$ cat config.mk
export PLATFORM = sky130hd
export DESIGN_NAME = uart_test_monitor
export DESIGN_NICKNAME = d
export VERILOG_FILES = /design/src/rtl/uart_mon_pkg.sv /design/src/rtl/uart_mon_fifo.sv /design/src/rtl/uart_test_monitor.sv
export SDC_FILE = /design/constraint.sdc
export NUM_CORES = 1
export LEC_CHECK = 0
export BUFFER_PORTS_ARGS = -buffer_cell sky130_fd_sc_hd__buf_2
export CAP_MARGIN = 10
export CORE_MARGIN = 1
export CORE_UTILIZATION = 45
export DETAILED_ROUTE_END_ITERATION = 7
export GPL_TIMING_DRIVEN = 1
export PLACE_DENSITY = 0.68
export SYNTH_ARGS = -nofsm -noshare
export SYNTH_HDL_FRONTEND = slang
export SYNTH_SLANG_ARGS = --single-unit
$ cat constraint.sdc
create_clock -name clk -period 4 [get_ports clk]
set_input_delay 0.8 -clock clk [delete_from_list [all_inputs] [get_ports clk]]
set_output_delay 0.8 -clock clk [all_outputs]
set_load 0.1 [all_outputs]
$ cat src/rtl/uart_mon_pkg.sv
// Shared types, default constants and helpers for the UART test monitor.
package uart_mon_pkg;

   typedef enum logic [2:0] {IDLE, START, DATA, PARITY, STOP} state_e;

   localparam int unsigned CLK_DIV    = 108;
   localparam int unsigned OVERSAMPLE = 4;
   localparam logic [7:0]  HALT_CHAR  = 8'hFF;

   // Never returns less than 1 so counters and pointers keep a real width.
   function automatic int unsigned clog2(input int unsigned n);
      int unsigned r;
      r = 1;
      while ((32'd1 << r) < n) r = r + 1;
      return r;
   endfunction

endpackage

$ cat src/rtl/uart_mon_fifo.sv
// First-word-fall-through receive FIFO with a registered head word.
module uart_mon_fifo
   import uart_mon_pkg::*;
#(
   parameter int unsigned DEPTH = 16,
   parameter int unsigned WIDTH = 8
) (
   input  logic             clk,
   input  logic             resetn,
   input  logic             push,
   input  logic [WIDTH-1:0] wdata,
   input  logic             pop,
   output logic [WIDTH-1:0] rdata,
   output logic             empty,
   output logic             full
);

   localparam int unsigned AW = clog2(DEPTH);

   logic [WIDTH-1:0] mem_q [DEPTH];
   logic [AW:0]      wptr_q, rptr_q, count;
   logic [WIDTH-1:0] rdata_q;
   logic [AW-1:0]    rnext;
   logic             pop_eff, push_eff;

   assign count    = wptr_q - rptr_q;
   assign empty    = (count == '0);
   assign full     = (count == (AW+1)'(DEPTH));
   assign pop_eff  = pop && !empty;
   assign push_eff = push && (!full || pop_eff);
   assign rnext    = rptr_q[AW-1:0] + AW'(1);
   assign rdata    = rdata_q;

   // NOTE: storage has no reset; the pointers alone decide which entries are live.
   always_ff @(posedge clk) begin
      if (push_eff) mem_q[wptr_q[AW-1:0]] <= wdata;
   end

   // NOTE: sequential state uses <= so every flop sees the pre-edge values.
   always_ff @(posedge clk or negedge resetn) begin
      if (!resetn) begin
         wptr_q  <= '0;
         rptr_q  <= '0;
         rdata_q <= '0;
      end else begin
         if (push_eff) wptr_q <= wptr_q + 1'b1;
         if (pop_eff)  rptr_q <= rptr_q + 1'b1;
         // The head register follows the entry that will be at the head after this edge.
         if (push_eff && (empty || (pop_eff && count == (AW+1)'(1))))
            rdata_q <= wdata;
         else if (pop_eff && count > (AW+1)'(1))
            rdata_q <= mem_q[rnext];
      end
   end

endmodule

$ cat src/rtl/uart_test_monitor.sv
// Oversampling UART receiver with receive FIFO, halt-character detector and watchdog.
// Define UART_MON_PARITY_EN to require an even-parity bit between data and stop.
module uart_test_monitor #(
   parameter int unsigned CLK_DIV        = uart_mon_pkg::CLK_DIV,
   parameter int unsigned OVERSAMPLE     = uart_mon_pkg::OVERSAMPLE,
   parameter int unsigned DATA_BITS      = 8,
   parameter int unsigned DEPTH          = 16,
   parameter int unsigned HALT_CHAR      = uart_mon_pkg::HALT_CHAR,
   parameter int unsigned TIMEOUT_CYCLES = 250000000
) (
   input  logic                 clk,
   input  logic                 resetn,
   input  logic                 rx,
   input  logic                 rd_en,
   output logic [DATA_BITS-1:0] rd_data,
   output logic                 rd_valid,
   output logic                 halt,
   output logic                 timeout,
   output logic                 frame_err,
   output logic                 overflow,
   output logic [15:0]          byte_cnt
);

   import uart_mon_pkg::*;

   localparam int unsigned CW = clog2(CLK_DIV);
   localparam int unsigned TW = clog2(OVERSAMPLE);
   localparam int unsigned BW = clog2(DATA_BITS);

   localparam logic [CW-1:0]        DIV_LAST  = CW'(CLK_DIV - 1);
   localparam logic [TW-1:0]        TICK_MID  = TW'(OVERSAMPLE / 2 - 1);
   localparam logic [TW-1:0]        TICK_LAST = TW'(OVERSAMPLE - 1);
   localparam logic [BW-1:0]        BIT_LAST  = BW'(DATA_BITS - 1);
   localparam logic [DATA_BITS-1:0] HALT_V    = DATA_BITS'(HALT_CHAR);

   logic                 rx_meta_q, rx_s_q;
   logic [CW-1:0]        div_q;
   logic                 tick;
   state_e               state_q;
   logic [TW-1:0]        tcnt_q;
   logic [BW-1:0]        bcnt_q;
   logic [DATA_BITS-1:0] shift_q;
   logic                 halt_q, timeout_q, frame_err_q, overflow_q;
   logic [15:0]          byte_cnt_q;
   logic [31:0]          wd_q;
`ifdef UART_MON_PARITY_EN
   logic                 par_err_q;
`endif

   logic stop_sample, frame_ok, is_halt, push, halt_set, wd_expire;
   logic fifo_empty, fifo_full;

   assign tick        = (div_q == DIV_LAST);
   assign stop_sample = tick && (state_q == STOP) && (tcnt_q == TICK_LAST);
`ifdef UART_MON_PARITY_EN
   assign frame_ok    = stop_sample && rx_s_q && !par_err_q;
`else
   assign frame_ok    = stop_sample && rx_s_q;
`endif
   assign is_halt     = (shift_q == HALT_V);
   assign push        = frame_ok && !is_halt;
   assign halt_set    = frame_ok && is_halt;
   assign wd_expire   = (TIMEOUT_CYCLES != 0) && (wd_q + 32'd1 == TIMEOUT_CYCLES);

   // rx is asynchronous to clk; two flops before anything looks at it.
   always_ff @(posedge clk or negedge resetn) begin
      if (!resetn) begin
         rx_meta_q <= 1'b1;
         rx_s_q    <= 1'b1;
         div_q     <= '0;
      end else begin
         rx_meta_q <= rx;
         rx_s_q    <= rx_meta_q;
         div_q     <= tick ? '0 : div_q + 1'b1;
      end
   end

   always_ff @(posedge clk or negedge resetn) begin
      if (!resetn) begin
         state_q     <= IDLE;
         tcnt_q      <= '0;
         bcnt_q      <= '0;
         shift_q     <= '0;
         halt_q      <= 1'b0;
         frame_err_q <= 1'b0;
         overflow_q  <= 1'b0;
         byte_cnt_q  <= '0;
`ifdef UART_MON_PARITY_EN
         par_err_q   <= 1'b0;
`endif
      end else begin
         if (frame_ok && byte_cnt_q != 16'hFFFF) byte_cnt_q <= byte_cnt_q + 16'd1;
         if (halt_set) halt_q <= 1'b1;
         if (push && fifo_full && !rd_en) overflow_q <= 1'b1;
         if (tick) begin
            unique case (state_q)
               IDLE: begin
                  if (!rx_s_q) begin
                     state_q <= START;
                     tcnt_q  <= '0;
                  end
               end
               START: begin
                  if (tcnt_q == TICK_MID) begin
                     tcnt_q <= '0;
                     bcnt_q <= '0;
                     state_q <= rx_s_q ? IDLE : DATA;
                  end else begin
                     tcnt_q <= tcnt_q + 1'b1;
                  end
               end
               DATA: begin
                  if (tcnt_q == TICK_LAST) begin
                     tcnt_q          <= '0;
                     shift_q[bcnt_q] <= rx_s_q;
                     if (bcnt_q == BIT_LAST) begin
`ifdef UART_MON_PARITY_EN
                        state_q <= PARITY;
`else
                        state_q <= STOP;
`endif
                     end else begin
                        bcnt_q <= bcnt_q + 1'b1;
                     end
                  end else begin
                     tcnt_q <= tcnt_q + 1'b1;
                  end
               end
               PARITY: begin
`ifdef UART_MON_PARITY_EN
                  if (tcnt_q == TICK_LAST) begin
                     tcnt_q    <= '0;
                     par_err_q <= (^shift_q) ^ rx_s_q;
                     state_q   <= STOP;
                  end else begin
                     tcnt_q <= tcnt_q + 1'b1;
                  end
`else
                  state_q <= IDLE;
`endif
               end
               STOP: begin
                  if (tcnt_q == TICK_LAST) begin
                     tcnt_q  <= '0;
                     state_q <= IDLE;
`ifdef UART_MON_PARITY_EN
                     if (!rx_s_q || par_err_q) frame_err_q <= 1'b1;
`else
                     if (!rx_s_q) frame_err_q <= 1'b1;
`endif
                  end else begin
                     tcnt_q <= tcnt_q + 1'b1;
                  end
               end
               default: state_q <= IDLE;
            endcase
         end
      end
   end

   // Watchdog freezes once halt or timeout is set; halt wins a same-cycle tie.
   always_ff @(posedge clk or negedge resetn) begin
      if (!resetn) begin
         wd_q      <= '0;
         timeout_q <= 1'b0;
      end else if (!halt_q && !timeout_q && TIMEOUT_CYCLES != 0) begin
         wd_q <= wd_q + 32'd1;
         if (wd_expire && !halt_set) timeout_q <= 1'b1;
      end
   end

   uart_mon_fifo #(
      .DEPTH (DEPTH),
      .WIDTH (DATA_BITS)
   ) u_fifo (
      .clk    (clk),
      .resetn (resetn),
      .push   (push),
      .wdata  (shift_q),
      .pop    (rd_en),
      .rdata  (rd_data),
      .empty  (fifo_empty),
      .full   (fifo_full)
   );

   assign rd_valid  = !fifo_empty;
   assign halt      = halt_q;
   assign timeout   = timeout_q;
   assign frame_err = frame_err_q;
   assign overflow  = overflow_q;
   assign byte_cnt  = byte_cnt_q;

endmodule
==> summary.md, run 1 <==
| Metric | Value |
|---|---|
| Status | `completed` |
| Setup repair after global routing missed its margin | `false` |
| Type of origin of the critical path | `register` |
| Fraction of registers with async set/reset | `42.6%` |
| Worst slack, placed | `638 ps` |
| Setup TNS Final | `0 ps` |
| CTS tree | `yes` |
| Post-route clock period utilization | `92.5%` |
| Overall power | `6.12 mW` |
| Most common cell after layout, fill and taps aside | `edfxtp_1` |
| Post-route antenna net violation count | `0` |
| Finished Cell Area | `0.0113 mm^2` |
| Post-Syn Area | `0.0100 mm^2` |
| WL final | `21000 um` |
| Vias in the first global route | `6035` |
| Critical path type | `register to output port` |
| Part of the Yosys area used for sequential elements | `62.1%` |
| Final GP Congestion | `0.815` |
| Initial Util | `45.9%` |
| Tightest Pin Transition | `972 ps` |
| Slew headroom | `35.2%` |
| Largest net degree at the start of global routing | `78` |
| Wire per inst | `20.2 um` |
| Initial DRC Count | `377` |
| Slowest CP cell | `or3_1` |
| Antenna violations before repair | `0` |
| Worst path buffer plus inverter count | `2` |
| Synthesis-to-finish area growth | `12.5%` |
| R2R Path Start | `u_fifo.wptr_q[0]` |
| Diodes inserted | `0` |
| #FFs+latches synth | `223` |
| # hold bufs at CTS | `0` |
| Fmax | `270 MHz` |
| Clock latency on the worst-skew pair | `520 ps` |
| Max clock buf depth | `3` |
| DRC violations left | `0` |
| Die width | `151 um` |
| Share of the core filled with cells | `51.6%` |
| First-pass GRT wire length | `33300 um` |
| Post-DP Area | `0.0105 mm^2` |
| Core area | `0.0218 mm^2` |
| Max Slew Vio Count | `0` |
| Layout Skew | `28.2 ps` |
| Hold wc startpoint | `rx_meta_q` |
| Postcts setup bufs | `0` |
| Final WS setup | `299 ps` |
| Post-synth EDFFs | `128` |
| CTS clock-pin slew for the worst setup and hold paths | `60 ps` |
| Mean post-synth cell area | `14.3 um^2` |
| Die Y | `151 um` |
| Post-DR vias/cell | `5.85` |
| Critical Path Start | `u_fifo.wptr_q[0]` |
| Post-Synthesis Cells | `700` |
| Worst-path fanout max | `4` |
| H-tree levels | `1` |
| Post-Syn Nets | `722` |
| Main synth FF type | `edfxtp_1` |
| CP endpoint kind | `output port` |
| Clock Tree Root | `clkbuf_16` |
| Final worst path period need | `3700 ps` |
| GRT Overall Usage | `19.2%` |
| Req. time, crit path | `3200 ps` |
| Max-Cap Viols | `0` |
| Synth cell types | `70` |
| Nets | `765` |
| Final Hold Fails | `0` |
| Layout cell share with drive strength beyond 1 | `18.7%` |
| Max rail drop VDD | `323 uV` |
| Post-CTS Resized | `0` |
| Total CTS buffers | `24` |
| Max incr delay on CP | `420 ps` |
| Pwr Density | `543 mW/mm^2` |
| Leakage | `4.61 nW` |
| Most frequent cells in the layout | `128 x edfxtp_1, 92 x dfrtp_1, 38 x xnor2_1` |
| Setup violations, final | `0` |
| Die area | `0.0229 mm^2` |
| Crit-path cells | `inv_1, ha_1, fa_1, nor2b_1, o21a_1, or3_1, a221oi_4, nand2_1, buf_2` |
| CP delay by family, top | `simple AND/OR/NAND/NOR gates` |
| Clock Sinks | `223` |
| # IOs | `33` |
| Yosys warns | `0` |
| HP Class | `register to register` |
| Dpl hpwl | `14100 um` |
| CP arrival | `2900 ps` |
| Row count | `54` |
| Overflow after GRT | `0` |
| Vias | `6090` |
| Port bufs | `32` |
| Drt pass-1 iters | `5` |
-- report_power, final --
part           internal (mW)  leakage [nW]  switching [mW]
Sequential              2.48          2.75          0.0514
Clock                   1.32         0.388           0.867
Combinational          0.484          1.47           0.924
-- metrics by stage --
stage / cells / hold slack [ps]
after floorplan: 700 / 345
after global placement: 997 / 346
after detailed placement: 997 / 349
after CTS: 1041 / 357
after global routing: 1041 / 368
final: 1041 / 356
-- cell type report --
type                            count  area [um^2]
Timing Repair Buffer               41          230
Inverter                           23         86.3
Multi-Input combinational cell    430         3580
Clock buffer                       35          682
Fill cell                        1805        10600
Tap cell                          280          350
Clock inverter                      9          113
Sequential cell                   223         6220
-- logic make-up (layout without fill, tap and decap cells) --
family,after synthesis,count (layout),synth area share (%)
AOI/OAI and AO/OA,78,78,6.06
xor gates and xnor gates,61,61,5.33
muxes,55,55,9.66
and+or+nand+nor,217,217,12.2
DFF,223,223,62.1
adders and majority gates,19,19,2.42
buffers and inverters,47,108,2.16
-- cell usage after synthesis, types with 3 or more instances --
| library cell | count | area share (%) |
|---|---|---|
| a2111oi_0 | 8 | 0.70 |
| a211oi_1 | 15 | 1.1 |
| a21oi_1 | 12 | 0.60 |
| a221o_1 | 8 | 0.80 |
| and2_1 | 8 | 0.50 |
| and3_1 | 20 | 1.2 |
| and4_1 | 7 | 0.61 |
| buf_2 | 8 | 0.40 |
| buf_4 | 3 | 0.22 |
| clkbuf_1 | 8 | 0.30 |
| clkbuf_2 | 3 | 0.15 |
| dfrtp_1 | 93 | 23 |
| edfxtp_1 | 128 | 38 |
| ha_1 | 17 | 2.1 |
| inv_1 | 23 | 0.86 |
| mux2_2 | 13 | 1.5 |
| mux2i_1 | 10 | 1.0 |
| mux4_2 | 32 | 7.2 |
| nand2_1 | 35 | 1.3 |
| nand3_1 | 28 | 1.4 |
| nand4_1 | 21 | 1.3 |
| nor2_1 | 31 | 1.2 |
| nor2b_1 | 13 | 0.81 |
| nor3_1 | 20 | 1.0 |
| nor3b_1 | 3 | 0.22 |
| nor4_1 | 8 | 0.50 |
| nor4b_1 | 4 | 0.35 |
| o21ai_0 | 9 | 0.45 |
| xnor2_1 | 38 | 3.3 |
| xor2_1 | 23 | 2.0 |
-- registers in the layout (all words and copies together), names as in the netlist --
register	cells
bcnt_q	3
byte_cnt	16
div_q	7
frame_err	1
halt	1
overflow	1
rx_meta_q	1
rx_s_q	1
shift_q	8
state_q	3
tcnt_q	2
timeout	1
u_fifo.mem_q	128
u_fifo.rdata	8
u_fifo.rptr_q	5
u_fifo.wptr_q	5
wd_q	32
-- metal layers --
layer / up-vias / routed length, um / share of wire [%] / GRT usage, %
met4: 0 / 612 / 2.9 / 6.20
li1: 2772 / - / - / -
met2: 175 / 10100 / 48 / 31.3
met5: - / 0 / 0 / 0
met3: 40 / 1270 / 6.0 / 3.52
met1: 3103 / 9000 / 43 / 25.9
-- path summary, 6_finish.rpt --
check | endpoint | slack [ps] | cells after the start
max | rd_valid | 300 | 9
min in group asynchronous | wd_q[14] | 440 | 1
min | rx_s_q | 360 | 0
max in group asynchronous | rx_s_q | 2640 | 2
min reg2reg | rx_s_q | 360 | 0
max reg2reg | u_fifo.mem_q[0][5] | 610 | 9
(Power assumes the default switching activity.)
==> run 2, diff against run 1 <==
==> constraint.sdc (replaced) <==
create_clock -name clk -period 4 [get_ports clk]
set_input_delay 1.2 -clock clk [delete_from_list [all_inputs] [get_ports clk]]
set_output_delay 1.2 -clock clk [all_outputs]
set_load 0.1 [all_outputs]
==> run 2 against run 1 <==
Net effect:
- clock skew fell by 15 ps
- first-iteration DRC count rose by 3.4%
- sequential share of layout area fell by 0.31 points
- via count fell by 0.11%
- critical path type unchanged
- largest power group unchanged
==> summary.md, run 2 (synthesis results as in run 1) <==
| Metric | Value |
|---|---|
| Status | `completed` |
| Max clock buf depth | `3 (unchanged)` |
| CP endpoint kind | `output port` |
| Dpl hpwl | `13800 um (-2.4%)` |
| Final GP Congestion | `0.862 (+5.8%)` |
| Row count | `54 (unchanged)` |
| Most frequent cells in the layout | `128 x edfxtp_1, 91 x dfrtp_1, 38 x xnor2_1` |
| Post-DR vias/cell | `5.83 (-0.40%)` |
| Final worst path period need | `3870 ps (+171 ps)` |
| Drt pass-1 iters | `4 (-1)` |
| Initial Util | `45.9% (unchanged)` |
| CP delay by family, top | `simple AND/OR/NAND/NOR gates` |
| Setup violations, final | `0 (unchanged)` |
| Layout cell share with drive strength beyond 1 | `19.4% (+0.71 points)` |
| Endpoint of the worst hold path | `rx_s_q` |
| Antenna violations before repair | `0 (unchanged)` |
| Hold wc startpoint | `rx_meta_q` |
| Max incr delay on CP | `420 ps (about the same)` |
| WL final | `20400 um (-2.6%)` |
| CP arrival | `2670 ps (-230 ps)` |
| Leakage | `4.63 nW (+0.62%)` |
| Layout Skew | `13.5 ps (-14.8 ps)` |
| R2R Path Start | `u_fifo.wptr_q[0]` |
| Post-route clock period utilization | `96.8% (+4.3 points)` |
| Setup TNS Final | `0 ps (unchanged)` |
| # hold bufs at CTS | `0 (unchanged)` |
| Setup repair after global routing missed its margin | `false` |
| Type of origin of the critical path | `register` |
| Wire per inst | `19.6 um (-2.9%)` |
| CTS clock-pin slew for the worst setup and hold paths | `60 ps (about the same)` |
| Critical path type | `register to output port` |
| Worst path buffer plus inverter count | `2 (unchanged)` |
| R2R Path End | `u_fifo.mem_q[4][5]` |
| Port bufs | `32 (unchanged)` |
| Final Hold Fails | `0 (unchanged)` |
| Max-Cap Viols | `0 (unchanged)` |
| Vias in the first global route | `6030 (-0.083%)` |
| Initial DRC Count | `390 (+3.4%)` |
| Max Slew Vio Count | `0 (unchanged)` |
| CTS tree | `yes` |
| Slowest CP cell | `dfrtp_1` |
| Diodes inserted | `0 (unchanged)` |
| Clock latency on the worst-skew pair | `520 ps (about the same)` |
| Largest net degree at the start of global routing | `70 (-10%)` |
| Hold path depth | `0 (unchanged)` |
| HP Class | `register to register` |
| Req. time, crit path | `2800 ps (-400 ps)` |
| First-pass GRT wire length | `32500 um (-2.3%)` |
| Die area | `0.0229 mm^2 (unchanged)` |
| GRT Overall Usage | `18.6% (-0.55 points)` |
| Worst slack, placed | `471 ps (-166 ps)` |
| Overall power | `6.20 mW (+1.4%)` |
| Most common cell after layout, fill and taps aside | `edfxtp_1` |
| Synthesis-to-finish area growth | `13.2%` |
| Slew headroom | `39.0% (+3.7 points)` |
| Fmax | `258 MHz (-4.4%)` |
| Core area | `0.0218 mm^2 (unchanged)` |
| Clock Tree Root | `clkbuf_16` |
| DRC violations left | `0 (unchanged)` |
| Vias | `6083 (-0.11%)` |
| Overflow after GRT | `0 (unchanged)` |
| Max rail drop VDD | `326 uV (+1.0%)` |
| Worst-path fanout max | `4 (unchanged)` |
| Pwr Density | `547 mW/mm^2 (+0.80%)` |
| Reg2Reg Setup Slack | `690 ps (+80 ps)` |
| # IOs | `33 (unchanged)` |
| Post-route antenna net violation count | `0 (unchanged)` |
| R2R cell count | `9 (unchanged)` |
| Final WS setup | `127 ps (-171 ps)` |
| H-tree levels | `1 (unchanged)` |
| Clock Sinks | `223 (unchanged)` |
| Nets | `768 (+0.39%)` |
| Crit-path cells | `inv_2, ha_1, fa_2, nor2b_1, o21a_1, or3_1, a221oi_4, nand2_2, buf_8` |
| Tightest Pin Transition | `915 ps (-56.8 ps)` |
| Max reg flops | `128 (unchanged)` |
| Die width | `151 um (unchanged)` |
| Die Y | `151 um (unchanged)` |
| Total CTS buffers | `24 (unchanged)` |
==> run 2: how the worst max path moves through the flow <==
stage                     startpoint       end  cells after the start
global route        u_fifo.wptr_q[0]  rd_valid                      9
finish              u_fifo.wptr_q[0]  rd_valid                      9
detailed placement  u_fifo.wptr_q[0]  rd_valid                      9
CTS                 u_fifo.rptr_q[2]  rd_valid                      8
floorplan           u_fifo.wptr_q[0]  rd_valid                      9
global placement    u_fifo.wptr_q[0]  rd_valid                      9
==> run 2: what timing repair did <==
item | 4_1_cts | 5_1_grt
resized for setup | 3 | 4
pin swaps | 0 | 1
setup endpoints to repair | 1 | 1
buffers inserted | 0 | 0
==> run 2: routing by layer <==
metal	part of all wire (%)	vias up	track usage, %
met5	0	-	0
met4	2.7	0	5.85
met3	5.0	39	3.13
met2	50	158	31.4
met1	42	3089	24.5
li1	-	2797	-
==> run 2: area by class of cell <==
cell class / instances / area (um^2)
sequential: 223 / 6230
tap: 280 / 350
clock buffer: 37 / 721
timing repair buffer: 44 / 263
inverter: 23 / 86.3
fill: 1799 / 10500
clock inverter: 7 / 101
multi-input combinational: 430 / 3590
==> run 2: stage by stage <==
stage	hold slack [ps]	area (um^2)	std cells	utilization (%)
2_1_floorplan	345	10000	700	-
5_1_grt	364	11300	1044	51.9
6_report	358	11300	1044	51.9
3_5_place_dp	350	10500	1000	48.1
4_1_cts	359	11300	1044	51.9
3_3_place_gp	347	10500	1000	48.1
==> run 2: where the power goes <==
group / switching [mW] / internal (mW)
registers: 0.0527 / 2.48
logic: 0.945 / 0.487
clock network: 0.871 / 1.37
total: 1.87 / 4.34
==> run 3, diff against run 2 <==
- CAP_MARGIN: 10 -> unset
- CTS_BUF_LIST: unset -> sky130_fd_sc_hd__clkbuf_8 sky130_fd_sc_hd__clkbuf_16
- PLACE_DENSITY: 0.68 -> 0.7
- clock period: 4 -> 3.5 ns (I/O delays scaled with it)
==> run 3 against run 2 <==
Net effect:
- the run now ends with setup timing left
- power grew 12%
- worst setup slack worse by 200 ps
- register-to-register slack worse by 310 ps
- design area increased by 0.89%
- utilization increased by 0.46 points
- flip-flop and latch count unchanged
- critical path type unchanged
- largest power group unchanged
==> summary.md, run 3 (synthesis results as in run 1) <==
| Metric | Value |
|---|---|
| Setup TNS Final | `-74.2 ps (-74.2 ps)` |
| Final worst path period need | `3570 ps` |
| Overflow after GRT | `0 (unchanged)` |
| Fmax | `280 MHz` |
| Max rail drop VDD | `419 uV (+28%)` |
| Overall power | `6.93 mW (+12%)` |
| Vias in the first global route | `5856 (-2.9%)` |
| Wire per inst | `18.6 um (-4.8%)` |
| Endpoint of the worst hold path | `rx_s_q` |
| Final cell count without fillers | `1060 (+1.5%)` |
| DRC violations left | `0 (unchanged)` |
| Pwr Density | `606 mW/mm^2 (+11%)` |
| Most frequent cells in the layout | `128 x edfxtp_1, 90 x dfrtp_1, 38 x xnor2_1` |
| Post-route clock period utilization | `102%` |
| Type of origin of the critical path | `register` |
| Finished Cell Area | `0.0114 mm^2 (+0.89%)` |
| Setup repair after global routing missed its margin | `true` |
| Placed Cells incl. Taps | `1011 (+1.1%)` |
| Setup violations, final | `1 (+1)` |
| Synthesis-to-finish area growth | `14.2%` |
| Switching power | `2.12 mW (+13%)` |
| Tightest Pin Transition | `696 ps (-219 ps)` |
| Max-Cap Viols | `0 (unchanged)` |
| Max Slew Vio Count | `0 (unchanged)` |
| Nets | `784 (+2.1%)` |
| Die area | `0.0229 mm^2 (unchanged)` |
| Req. time, crit path | `2450 ps (-350 ps)` |
| Slowest CP cell | `dfrtp_1` |
| CTS tree | `yes` |
| Post-DR vias/cell | `5.59 (-4.1%)` |
| Dpl hpwl | `13000 um (-5.6%)` |
| GRT Overall Usage | `18.0% (-0.68 points)` |
| Final Hold Fails | `0 (unchanged)` |
| Initial DRC Count | `420 (+7.7%)` |
| CP endpoint kind | `output port` |
| Clock Sinks | `223 (unchanged)` |
| HP Class | `register to register` |
| Pint | `4.81 mW (+11%)` |
| Fill cells | `1750 (-2.7%)` |
| R2R Path Start | `u_fifo.rptr_q[0]` |
| Final WS setup | `-74.2 ps (-201 ps)` |
| Layout cell share with drive strength beyond 1 | `21.8% (+2.4 points)` |
| Share of the core filled with cells | `52.4% (+0.46 points)` |
| Sw frac | `30.6% (+0.44 points)` |
| Die Y | `151 um (unchanged)` |
| First-pass GRT wire length | `31600 um (-2.7%)` |
| Diodes inserted | `0 (unchanged)` |
| Clock share of power | `35.0% (-1.2 points)` |
| Hold wc startpoint | `rx_meta_q` |
| Row count | `54 (unchanged)` |
| R2R Path End | `u_fifo.rdata[5]` |
| Antenna violations before repair | `0 (unchanged)` |
| Crit-path cells | `inv_2, ha_4, nor2b_2, o21a_1, or3_4, a221oi_4, nand2_2, buf_12` |
| Leakage | `4.71 nW (+1.6%)` |
| Final GP Congestion | `0.774 (-10%)` |
| Hold_ws | `358 ps (+0.585 ps)` |
| Initial Util | `45.9% (unchanged)` |
| Die width | `151 um (unchanged)` |
| Layout Skew | `17.6 ps (+4.15 ps)` |
| R2R cell count | `7 (-2)` |
| Port bufs | `32 (unchanged)` |
| H-tree levels | `1 (unchanged)` |
| Status | `finished, violations left` |
| Failing checks | `setup timing` |
| WL final | `19800 um (-3.3%)` |
| # IOs | `33 (unchanged)` |
| Hold path depth | `0 (unchanged)` |
| CTS clock-pin slew for the worst setup and hold paths | `60 ps (about the same)` |
| Reg2Reg Setup Slack | `380 ps (-310 ps)` |
| Clock latency on the worst-skew pair | `520 ps (about the same)` |
| Largest net degree at the start of global routing | `54 (-23%)` |
| Slew headroom | `53.6% (+15 points)` |
| Clock Tree Root | `clkbuf_16` |
| Critical path type | `register to output port` |
| Post-DP Area | `0.0106 mm^2 (+0.81%)` |
| Part of the power in combinational logic | `23.5% (+0.4 points)` |
| Max reg flops | `128 (unchanged)` |
| Most common cell after layout, fill and taps aside | `edfxtp_1` |
| Core area | `0.0218 mm^2 (unchanged)` |
| Max clock buf depth | `3 (unchanged)` |
| Post-route antenna net violation count | `0 (unchanged)` |
| Max incr delay on CP | `400 ps (-20 ps)` |
| CP arrival | `2520 ps (-150 ps)` |
| Drt pass-1 iters | `5 (+1)` |
| Worst-path fanout max | `2 (-2)` |
| Worst slack, placed | `196 ps (-276 ps)` |
| Total CTS buffers | `24 (unchanged)` |
| Vias | `5923 (-2.6%)` |
| Sequential Power Share | `41.6% (+0.8 points)` |
## run 3: changes by cell type in the layout (fill, tap and decap cells not counted), moves of 2 or more
cell        before  now
clkbuf_1         7    0
clkinvlp_4       1    4
clkbuf_8         5    0
clkinv_2         1    3
ha_4             0    2
ha_1            17   15
buf_4           13   29
inv_1           22   27
inv_2            1    3
## run 3: cell type report
class / count / area [um^2] / share of cell area, %
Clock buffer: 24 / 601 / 5.25
Clock inverter: 20 / 164 / 1.43
Inverter: 23 / 86.3 / 0.755
Multi-Input combinational cell: 430 / 3620 / 31.7
Sequential cell: 223 / 6230 / 54.4
Tap cell: 280 / 350 / 3.06
Timing Repair Buffer: 60 / 388 / 3.39
## run 3: what timing repair did
| action | in CTS | in global routing |
|---|---|---|
| resized for setup | 11 | 5 |
| pin swaps | 4 | 4 |
| setup buffers | 3 | 2 |
| hold buffers | 0 | 0 |
| endpoints found under the setup margin | 1 | 1 |
| gates cloned | 0 | 0 |
## run 3: power by group through the flow
stage                     Clock (mW)  Combinational (mW)  Sequential [mW]
final                           2.42                1.63             2.88
after global routing            2.57                1.72             2.89
after CTS                       2.47                1.62             2.88
after detailed placement           0                1.57             2.93
after global placement             0                1.54             2.93
after floorplan                    0                1.00             3.16
## run 3: worst max path at each step
stage | from | to | cells past startpoint
4_1_cts | u_fifo.rptr_q[0] | rd_valid | 8
3_5_place_dp | u_fifo.wptr_q[0] | rd_valid | 9
3_3_place_gp | u_fifo.wptr_q[0] | rd_valid | 9
5_1_grt | u_fifo.rptr_q[2] | rd_valid | 8
6_report | u_fifo.rptr_q[2] | rd_valid | 8
2_1_floorplan | u_fifo.wptr_q[0] | rd_valid | 9
## run 3: metal layers
layer | up-vias | GRT usage (%) | wire length, um
met5 | - | 0 | 0
met4 | 0 | 5.90 | 592
met3 | 38 | 2.86 | 908
met1 | 2924 | 25.3 | 9070
met2 | 146 | 28.4 | 9200
li1 | 2815 | - | -
## run 3: worst max-delay path: cells and delay by family, from the launching register on
family | cells | cell delay [ps]
AOI/OAI and AO/OA | 2 | 460
adders and majority gates | 1 | 210
buffers and inverters | 2 | 280
DFF | 1 | 400
and+or+nand+nor | 3 | 650
